[src/rtl/timer_irq_peripheral.sv]
// Memory-mapped reload timer with sticky overflow status and registered IRQ.
// Optional free-running SYSTICK counter at +0x14 when TIMER_SYSTICK_EN is defined.
module timer_irq_peripheral #(
  parameter logic [31:0] BASE_ADDR = 32'h4000_0000,
  parameter int unsigned PRESCALE  = 1
) (
  input  logic        clk,
  input  logic        reset,
  input  logic [31:0] addr,
  input  logic        mem_read,
  input  logic        mem_write,
  input  logic [31:0] wdata,
  output logic [31:0] rdata,
  output logic        sel,
  output logic        irq
);

  localparam int unsigned PW =
    (PRESCALE > 1) ? $clog2(PRESCALE) : 1;
  localparam logic [PW-1:0] PRE_TC = PW'(PRESCALE - 1);

  localparam logic [2:0] IDX_TH   = 3'd0;
  localparam logic [2:0] IDX_TL   = 3'd1;
  localparam logic [2:0] IDX_TCON = 3'd2;
  localparam logic [2:0] IDX_STK  = 3'd5;

  logic [31:0]   th_q, th_d;
  logic [31:0]   tl_q, tl_d;
  logic [2:0]    tcon_q, tcon_d;
  logic [PW-1:0] pre_q, pre_d;
  logic          irq_q, irq_d;
  logic [31:0]   systick;

  logic [31:0] off;
  logic [2:0]  idx;
  logic        wr_en;
  logic        we_th, we_tl, we_tcon;
  logic        tick;

  // Address window decode; the compare spans all offset bits
  always_comb begin
    off     = addr - BASE_ADDR;
    sel     = (off < 32'd32);
    idx     = off[4:2];
    wr_en   = mem_write && sel;
    we_th   = wr_en && (idx == IDX_TH);
    we_tl   = wr_en && (idx == IDX_TL);
    we_tcon = wr_en && (idx == IDX_TCON);
  end

  // Zero-latency read mux of pre-edge register state
  always_comb begin
    rdata = 32'd0;
    if (mem_read && sel) begin
      unique case (idx)
        IDX_TH:   rdata = th_q;
        IDX_TL:   rdata = tl_q;
        IDX_TCON: rdata = {29'd0, tcon_q};
        IDX_STK:  rdata = systick;
        default:  rdata = 32'd0;
      endcase
    end
  end

  // Prescaler, count/reload and bus-write priority
  always_comb begin
    tick   = tcon_q[0] && (pre_q == PRE_TC);
    pre_d  = pre_q;
    th_d   = we_th ? wdata : th_q;
    tl_d   = tl_q;
    tcon_d = tcon_q;
    if (tcon_q[0]) begin
      pre_d = tick ? '0 : pre_q + PW'(1);
    end
    if (tick) begin
      if (tl_q == 32'hFFFF_FFFF) begin
        tl_d = th_q;
        if (tcon_q[1]) tcon_d[2] = 1'b1;
      end else begin
        tl_d = tl_q + 32'd1;
      end
    end
    if (we_tl)   tl_d   = wdata;
    if (we_tcon) tcon_d = wdata[2:0];
    irq_d = tcon_q[2] & tcon_q[1];
  end

  // Timer state registers
  always_ff @(posedge clk or negedge reset) begin
    if (!reset) begin
      th_q   <= 32'd0;
      tl_q   <= 32'd0;
      tcon_q <= 3'd0;
      pre_q  <= '0;
      irq_q  <= 1'b0;
    end else begin
      th_q   <= th_d;
      tl_q   <= tl_d;
      tcon_q <= tcon_d;
      pre_q  <= pre_d;
      irq_q  <= irq_d;
    end
  end

  assign irq = irq_q;

`ifdef TIMER_SYSTICK_EN
  logic [31:0] systick_q, systick_d;

  // Free-running tick counter, wraps naturally
  always_comb begin
    systick_d = systick_q + 32'd1;
  end

  // SYSTICK register
  always_ff @(posedge clk or negedge reset) begin
    if (!reset) systick_q <= 32'd0;
    else        systick_q <= systick_d;
  end

  assign systick = systick_q;
`else
  assign systick = 32'd0;
`endif

endmodule

[config.mk]
export PLATFORM = sky130hd
export DESIGN_NAME = timer_irq_peripheral
export DESIGN_NICKNAME = d
export VERILOG_FILES = /design/src/rtl/timer_irq_peripheral.sv
export SDC_FILE = /design/constraint.sdc
export NUM_CORES = 1
export LEC_CHECK = 0
export CAP_MARGIN = 15
export CORE_ASPECT_RATIO = 0.8
export CORE_UTILIZATION = 45
export CTS_CLUSTER_SIZE = 20
export DETAILED_ROUTE_END_ITERATION = 7
export PLACE_DENSITY = 0.73
export SKIP_CTS_REPAIR_TIMING = 1
export SYNTH_ARGS = -nofsm -noshare
export SYNTH_HDL_FRONTEND = slang
export SYNTH_SLANG_ARGS = --single-unit
[constraint.sdc]
create_clock -name clk -period 2.87 [get_ports clk]
set_input_delay 0.574 -clock clk [delete_from_list [all_inputs] [get_ports clk]]
set_output_delay 0.574 -clock clk [all_outputs]
set_load 0.01 [all_outputs]
# Word level (Yosys, flattened, before mapping)
# Cells that the tools add are included.
# classes
addsub	3
order_cmp	1
eq_ne	3
mux	10
bitwise_logic	2
reduce_logical	12
# op_table
cell	n
$mux 32	4
$pmux 32 s3	1
$add 32x1->32 const B	1
$eq 32x32->1 const B	1
$lt 32x6->1 const B	1
$sub 32x31->32 const B	1
$reduce_bool 2->1	4
$logic_and 1x1->1	6
$mux 1	4
$eq 3x1->1 const B	1
$eq 3x2->1 const B	1
$logic_not 3->1	1
$mux 3	1
$reduce_and 3->1	1
$add 1x1->1 const B	1
$and 1x1->1	1
$not 1->1	1
# totals
regBits	69
output_inout_bits	34

# Depth between registers and ports, before layout
# Gate-level depths: netlist of the first run.
# depth
ltp_word	6
ltp_mapped	9
ltp_nobuf	7

# Worst setup path after synthesis of the first run
# Ideal clock, no wire load.
# synth_path
kind	input port to output port
from	input addr[2]
to	output rdata[21]
t_arrival_ns	1.931
required_time_ns	2.296
path_slack_ns	0.365
cell_stages	6
n_path_buf	3
cell_sequence	buf_2 -> nor3b_1 -> clkbuf_1 -> buf_1 -> a22oi_1 -> nor2_1
# synth_between
elab_chain_cells	4
# synth_rtl
item	line_no	text
from (decl)	9	input logic [31:0] addr,
$sub 32x31->32 *	42	off = addr - BASE_ADDR;
$lt 32x6->1 (tied with other cells)	43	sel = (off < 32'd32);
$logic_and 1x1->1 or $pmux 32 s3 (tied branches)	54, 55	
$mux 32 *	54	if (mem_read && sel) begin
to (decl)	13	output logic [31:0] rdata,
# Every way passes the cells marked *; elsewhere a longest branch is shown, timed or not.

# Final worst setup path of the first run
# layout_path
from	input addr[20]
to	output rdata[1]
# layout_between
elab_chain_cells	4
# layout_rtl
item	line_no
$sub 32x31->32	42
$lt 32x6->1	43
$logic_and 1x1->1	54
$mux 32	54
# No other way between the ends.

==> results of run 1 <==
## logic make-up (layout without fill, tap and decap cells)
family	Yosys count	after routing	synth area share, %
simple gates	192	192	23.7
xor+xnor	9	9	1.85
fa+ha+maj	1	1	0.294
compound gates	115	115	18.0
flops	69	69	40.6
mux	45	45	11.6
buf+inv	35	142	3.94
## power by group through the flow
| stage | logic (mW) | clock network (mW) | registers [mW] |
|---|---|---|---|
| floorplan | 0.0250 | 0 | 0.991 |
| global placement | 0.161 | 0 | 0.991 |
| detailed placement | 0.161 | 0 | 0.991 |
| CTS | 0.162 | 1.07 | 0.973 |
| global route | 0.177 | 1.11 | 0.972 |
| finish | 0.166 | 1.06 | 0.973 |
## through the flow
| step | instances | hold slack (ps) | setup TNS, ps |
|---|---|---|---|
| 6_report | 688 | 236 | 0 |
| 5_1_grt | 688 | 274 | -2900 |
| 4_1_cts | 686 | 247 | -11640 |
| 3_5_place_dp | 670 | 497 | -11300 |
| 3_3_place_gp | 670 | 477 | -11350 |
| 2_1_floorplan | 466 | 278 | 0 |
## layer usage
metal / vias up / wire [um]
met1: 1987 / 5950
met2: 179 / 5720
met3: 11 / 927
met5: - / 0
met4: 0 / 91
li1: 1938 / -
## path summary, 6_finish.rpt
| check | to | slack (ps) | cells after the start |
|---|---|---|---|
| max | rdata[1] | 60 | 9 |
| min | tcon_q[1] | 240 | 1 |
| max in group asynchronous | th_q[2] | 1980 | 2 |
| min in group clk | pre_q | 510 | 1 |
| min reg2reg | pre_q | 510 | 1 |
| max reg2reg | tl_q[8] | 480 | 8 |
## worst reg2reg max path, cell delays in order, from the launching register on
cell and delay (ps):
dfrtp_1 410, ha_1 290, nand4_2 210, nor4b_4 500
and3_1 240, buf_4 200, nand2_1 70, a311oi_1 310
a21o_1 120
## state kept, by name, summed over array words and instances (netlist names)
name / flops
pre_q: 1
irq: 1
th_q: 32
tcon_q: 3
tl_q: 32
## Yosys cell counts, types with 2 or more instances
master / n / area share [%]
nor3_1: 6 / 0.71
a21oi_1: 32 / 3.8
a31oi_1: 3 / 0.44
and2_1: 4 / 0.59
o31ai_1: 9 / 1.6
nor4_4: 2 / 1.0
o211ai_1: 8 / 1.4
and4_1: 4 / 0.82
nand3_1: 22 / 2.6
nor2b_1: 3 / 0.44
nand4_1: 12 / 1.8
clkbuf_1: 17 / 1.5
mux2i_1: 9 / 2.1
xor2_1: 3 / 0.62
a211o_1: 2 / 0.41
a22oi_1: 30 / 5.3
o21ai_0: 14 / 1.6
xnor2_1: 6 / 1.2
a41oi_1: 4 / 0.82
nor2_1: 55 / 4.9
nand4_2: 2 / 0.59
nor4_1: 8 / 1.2
buf_4: 4 / 0.71
buf_2: 8 / 0.94
clkbuf_2: 3 / 0.35
and3_1: 9 / 1.3
a21o_1: 3 / 0.53
mux2_2: 36 / 9.5
or3_1: 2 / 0.29
dfrtp_1: 69 / 41
a2bb2oi_1: 3 / 0.62
nand2b_1: 3 / 0.44
nand2_1: 50 / 4.4
## final cells by class
class,instances,area share (%)
clock buffer,10,4.20
clock inverter,6,0.813
inverter,1,0.0659
multi-input combinational,362,43.0
sequential,69,30.3
tap,115,2.53
timing repair buffer,125,19.1
==> summary.md, run 1 <==
| Metric | Value |
|---|---|
| CP top delay family | `buffers and inverters` |
| Die H | `89.0 um` |
| # clock sinks | `69` |
| Global routing usage on met3 | `5.15%` |
| Buf+Inv Stages, Crit Path | `4` |
| Global-route wire length before repair | `20.1 mm` |
| Gr busiest metal | `met2` |
| Worst EP arrival | `2240 ps` |
| Initial core utilization | `46.7%` |
| Vias post-DR | `4115` |
| Seq/Total Area, Yosys | `40.6%` |
| H-tree levels | `3` |
| Total Power | `2.19 mW` |
| Post-Syn Area | `4260 um2` |
| Routed WL | `12.7 mm` |
| Vias in the first global route | `3938` |
| Initial antenna violation count | `0` |
| Remaining global-route overflow | `0` |
| MaxCap Viol Count | `0` |
| Critical-path cell list | `clkdlybuf4s50_1 -> nor4_1 -> nand4_1 -> nor2_2 -> nand4b_1 -> buf_6 -> buf_6 -> nor2_1 -> buf_2` |
| Critical Path RT | `2300 ps` |
| Multi-input logic area | `2450 um2` |
| Distinct cell type count after synthesis | `54` |
| Slew @ Worst Pin | `581 ps` |
| Fillers | `796` |
| Met1 usage | `36.8%` |
| Avg Cell Area, Syn | `9.13 um2` |
| Final Hold Violating Endpoints | `0` |
| Global-route usage over all layers | `25.8%` |
| DR iter-0 viols | `269` |
| Number of synthesized register bits | `69` |
| Synth warn | `0` |
| Largest net degree at the start of global routing | `47` |
| Peak Freq | `356 MHz` |
| Clk buf depth | `2` |
| Ports | `102` |
| Skew-Pair Late Insertion Delay | `340 ps` |
| Sw frac | `23.3%` |
| Nature of the critical path endpoint | `output pin` |
| DR vias/cell | `5.98` |
| Post-synth EDFFs | `0` |
| CTS tree | `yes` |
| Cell count after synthesis | `466` |
| Final number of setup-violating endpoints | `0` |
| Tcrit/Tclk final | `97.9%` |
| Worst vdd ir | `0.286 mV` |
| Worst Setup Slack, final | `60.0 ps` |
| Critical Path Max Stage Delay | `400 ps` |
| CP most frequent cell | `buf_6` |
| Core Area | `9110 um2` |
| Crit-path max FO | `9` |
| Critical path origin | `addr[20]` |
| Layout area overhead | `33.8%` |
| Final critical-path required period | `2810 ps` |
| Most common cell after layout, fill and taps aside | `dfrtp_1` |
| Num CTS Buffers | `9` |
| Layout cells sized above 1 | `25.8%` |
| Die Wd | `111 um` |
| Post-synth top flop | `dfrtp_1` |
| ANT cells | `0` |
| DIE AREA | `9850 um2` |
| DR DRC count | `0` |
| Post-Place Worst Slack | `-400 ps` |
| Reg clk slew, reported paths | `60 ps` |
| Nets | `637` |
| Fin. max-slew vios | `0` |
| Fin area | `5700 um2` |
| RSZ-0062 raised after global routing | `true` |
| IO Port Bufs | `99` |
| Syn nets | `535` |
| Hold Crit Class | `in -> async` |
| Slew Limit Headroom | `61.3%` |
| CP max-delay cell | `clkdlybuf4s50_1` |
| PwrDens | `385 nW/um2` |
| Clock skew | `9.46 ps` |
| Final ANT Viol Nets | `0` |
| Pleak | `2.35 nW` |
| Flop pwr share | `44.4%` |
| DPL Wire Length | `8.74 mm` |
| Status | `completed` |
| Logic pwr share | `7.6%` |
| Switching pwr | `0.510 mW` |
| Drt wl/cell | `18.5 um` |
| Placed Instance Area | `5450 um2` |
| 1st-pass router iterations | `4` |
| Final core utilization | `62.5%` |
| Register area | `1730 um2` |
| Clock power frac | `48.1%` |
| Power Internal | `1.68 mW` |
| Gpl congestion | `0.819` |
| Post-synth ARST share | `100%` |
| Site row count | `31` |
| Met2 Use GR | `41.7%` |
| FF-to-FF Start | `tl_q[1]` |
| Crit start category | `primary input` |
| Clock root buffer | `clkbuf_16` |
| Kind of critical path | `in -> out` |
| Commonest non-fill, non-tap cells in the layout | `dfrtp_1 (69), clkdlybuf4s50_1 (64), nand2_1 (50)` |
No activity file was read; power rests on OpenSTA's default activity.
==> inputs of run 2 (changes only) <==
--- a/config.mk
+++ b/config.mk
@@ -10,7 +10,7 @@
 export CORE_UTILIZATION = 45
 export CTS_CLUSTER_SIZE = 20
 export DETAILED_ROUTE_END_ITERATION = 7
-export PLACE_DENSITY = 0.73
+export PLACE_DENSITY = 0.82
 export SKIP_CTS_REPAIR_TIMING = 1
 export SYNTH_ARGS = -nofsm -noshare
 export SYNTH_HDL_FRONTEND = slang
==> constraint.sdc (replaced) <==
create_clock -name clk -period 2.84 [get_ports clk]
set_input_delay 0.568 -clock clk [delete_from_list [all_inputs] [get_ports clk]]
set_output_delay 0.568 -clock clk [all_outputs]
set_load 0.01 [all_outputs]
==> summary.md, run 2 (synthesized netlist as in run 1, its figures left out) <==
| Metric | Value |
|---|---|
| Status | `completed` |
| ANT cells | `0 (unchanged)` |
| Kind of critical path | `in -> out` |
| DR DRC count | `0 (unchanged)` |
| Critical path origin | `addr[15]` |
| IO Port Bufs | `99 (unchanged)` |
| Core Area | `9110 um2 (unchanged)` |
| Initial core utilization | `46.7% (unchanged)` |
| Fillers | `671 (-16%)` |
| Crit-path max FO | `8 (-1)` |
| CTS tree | `yes` |
| CP top delay family | `buffers and inverters` |
| Num CTS Buffers | `9 (unchanged)` |
| Fin area | `6100 um2 (+7.1%)` |
| H-tree levels | `3 (unchanged)` |
| Worst vdd ir | `0.297 mV (+3.6%)` |
| DIE AREA | `9850 um2 (unchanged)` |
| Die H | `89.0 um (unchanged)` |
| Clock root buffer | `clkbuf_16` |
| Clk buf depth | `2 (unchanged)` |
| Tcrit/Tclk final | `99.2%` |
| Peak Freq | `355 MHz` |
| Nature of the critical path endpoint | `output pin` |
| Final Hold Violating Endpoints | `0 (unchanged)` |
| Critical Path RT | `2270 ps (-30 ps)` |
| DR vias/cell | `6.16 (+3.1%)` |
| DPL Wire Length | `8.87 mm (+1.5%)` |
| Ports | `102 (unchanged)` |
| Critical-path cell list | `clkdlybuf4s50_1 -> nor4_2 -> nand3_1 -> nor2_2 -> nand4b_1 -> buf_6 -> buf_12 -> nor2_1 -> clkbuf_2` |
| Skew-Pair Late Insertion Delay | `330 ps (about the same)` |
| Drt wl/cell | `18.9 um (+2.4%)` |
| Die Wd | `111 um (unchanged)` |
| Pleak | `2.72 nW (+16%)` |
| FF-to-FF Start | `tl_q[0]` |
| 1st-pass router iterations | `5 (+1)` |
| Fin. max-slew vios | `0 (unchanged)` |
| Nets | `643 (+0.94%)` |
| R2r endpoint | `tl_q[8]` |
| Initial antenna violation count | `0 (unchanged)` |
| Most common cell after layout, fill and taps aside | `dfrtp_1` |
| Slew Limit Headroom | `65.8% (+4.5 points)` |
| Commonest non-fill, non-tap cells in the layout | `dfrtp_1 (69), nand2_1 (50), clkdlybuf4s50_1 (46)` |
| Clock skew | `7.56 ps (-1.90 ps)` |
| Gpl congestion | `0.872 (+6.5%)` |
| Final critical-path required period | `2820 ps` |
| Worst hold margin | `205 ps (-31.3 ps)` |
| RSZ-0062 raised after global routing | `true` |
| Hold Crit Class | `in -> async` |
| Placed Instance Area | `5480 um2 (+0.55%)` |
| Layout cells sized above 1 | `25.6% (-0.27 points)` |
| Crit start category | `primary input` |
| Largest net degree at the start of global routing | `32 (-32%)` |
| Site row count | `31 (unchanged)` |
| PwrDens | `378 nW/um2 (-1.8%)` |
| Final number of setup-violating endpoints | `0 (unchanged)` |
| Slew @ Worst Pin | `514 ps (-67.2 ps)` |
| CP max-delay cell | `clkdlybuf4s50_1` |
| Layout area overhead | `43.3%` |
| Worst EP arrival | `2250 ps (about the same)` |
| Vias in the first global route | `4184 (+6.2%)` |
| R2R cell count | `8 (unchanged)` |
| Global-route usage over all layers | `25.8% (about the same)` |
| Reg clk slew, reported paths | `60 ps (about the same)` |
| Critical Path Max Stage Delay | `430 ps (+30 ps)` |
| MaxCap Viol Count | `0 (unchanged)` |
| DR iter-0 viols | `345 (+28%)` |
| Internal reg-to-reg setup slack | `430 ps (-50 ps)` |
| Remaining global-route overflow | `0 (unchanged)` |
| Final ANT Viol Nets | `0 (unchanged)` |
| # clock sinks | `69 (unchanged)` |
| Vias post-DR | `4278 (+4.0%)` |
| Routed WL | `13.1 mm (+3.3%)` |
| Buf+Inv Stages, Crit Path | `4 (unchanged)` |
| Global-route wire length before repair | `20.3 mm (+0.93%)` |
| Top Registers | `th_q x32, tl_q x32, tcon_q x3` |
==> run 2: worst max-delay path by stage <==
| stage | to | slack, ps | depth (start not counted) |
|---|---|---|---|
| global route | rdata[3] | -120 | 9 |
| CTS | rdata[12] | -520 | 8 |
| finish | rdata[3] | 20 | 9 |
| global placement | rdata[31] | -460 | 8 |
| floorplan | rdata[21] | 350 | 6 |
| detailed placement | rdata[31] | -490 | 8 |
==> run 2: stage by stage <==
step / instances / util, % / setup TNS (ps) / setup slack, ps / power (mW)
6_report: 694 / 66.9 / 0 / 21.8 / 2.31
5_1_grt: 694 / 66.9 / -1130 / -125 / 2.39
3_5_place_dp: 674 / 60.1 / -15010 / -493 / 1.16
3_3_place_gp: 674 / 60.1 / -13480 / -460 / 1.16
4_1_cts: 690 / 63.5 / -15760 / -519 / 2.32
2_1_floorplan: 466 / - / 0 / 347 / 1.03
==> run 2: layer usage <==
layer	global-route usage (%)	up-vias	routed length, um
met5	0	-	0
met4	8.73	0	189
met3	6.24	25	1040
met2	44.6	212	6340
met1	32.3	2094	5530
li1	-	1947	-
==> run 2: cell type report <==
class	count	area [um2]	area share [%]
Tap cell	115	144	2.36
Clock inverter	5	58.8	0.964
Timing Repair Buffer	131	1360	22.3
Inverter	1	3.75	0.0616
Clock buffer	11	253	4.15
Sequential cell	69	1730	28.3
Multi-Input combinational cell	362	2550	41.9
==> run 2: where the power goes <==
part	internal, mW	leakage, nW	switching (mW)
Combinational	0.0942	1.74	0.0762
Clock	0.727	0.148	0.427
Sequential	0.984	0.834	0.0000936
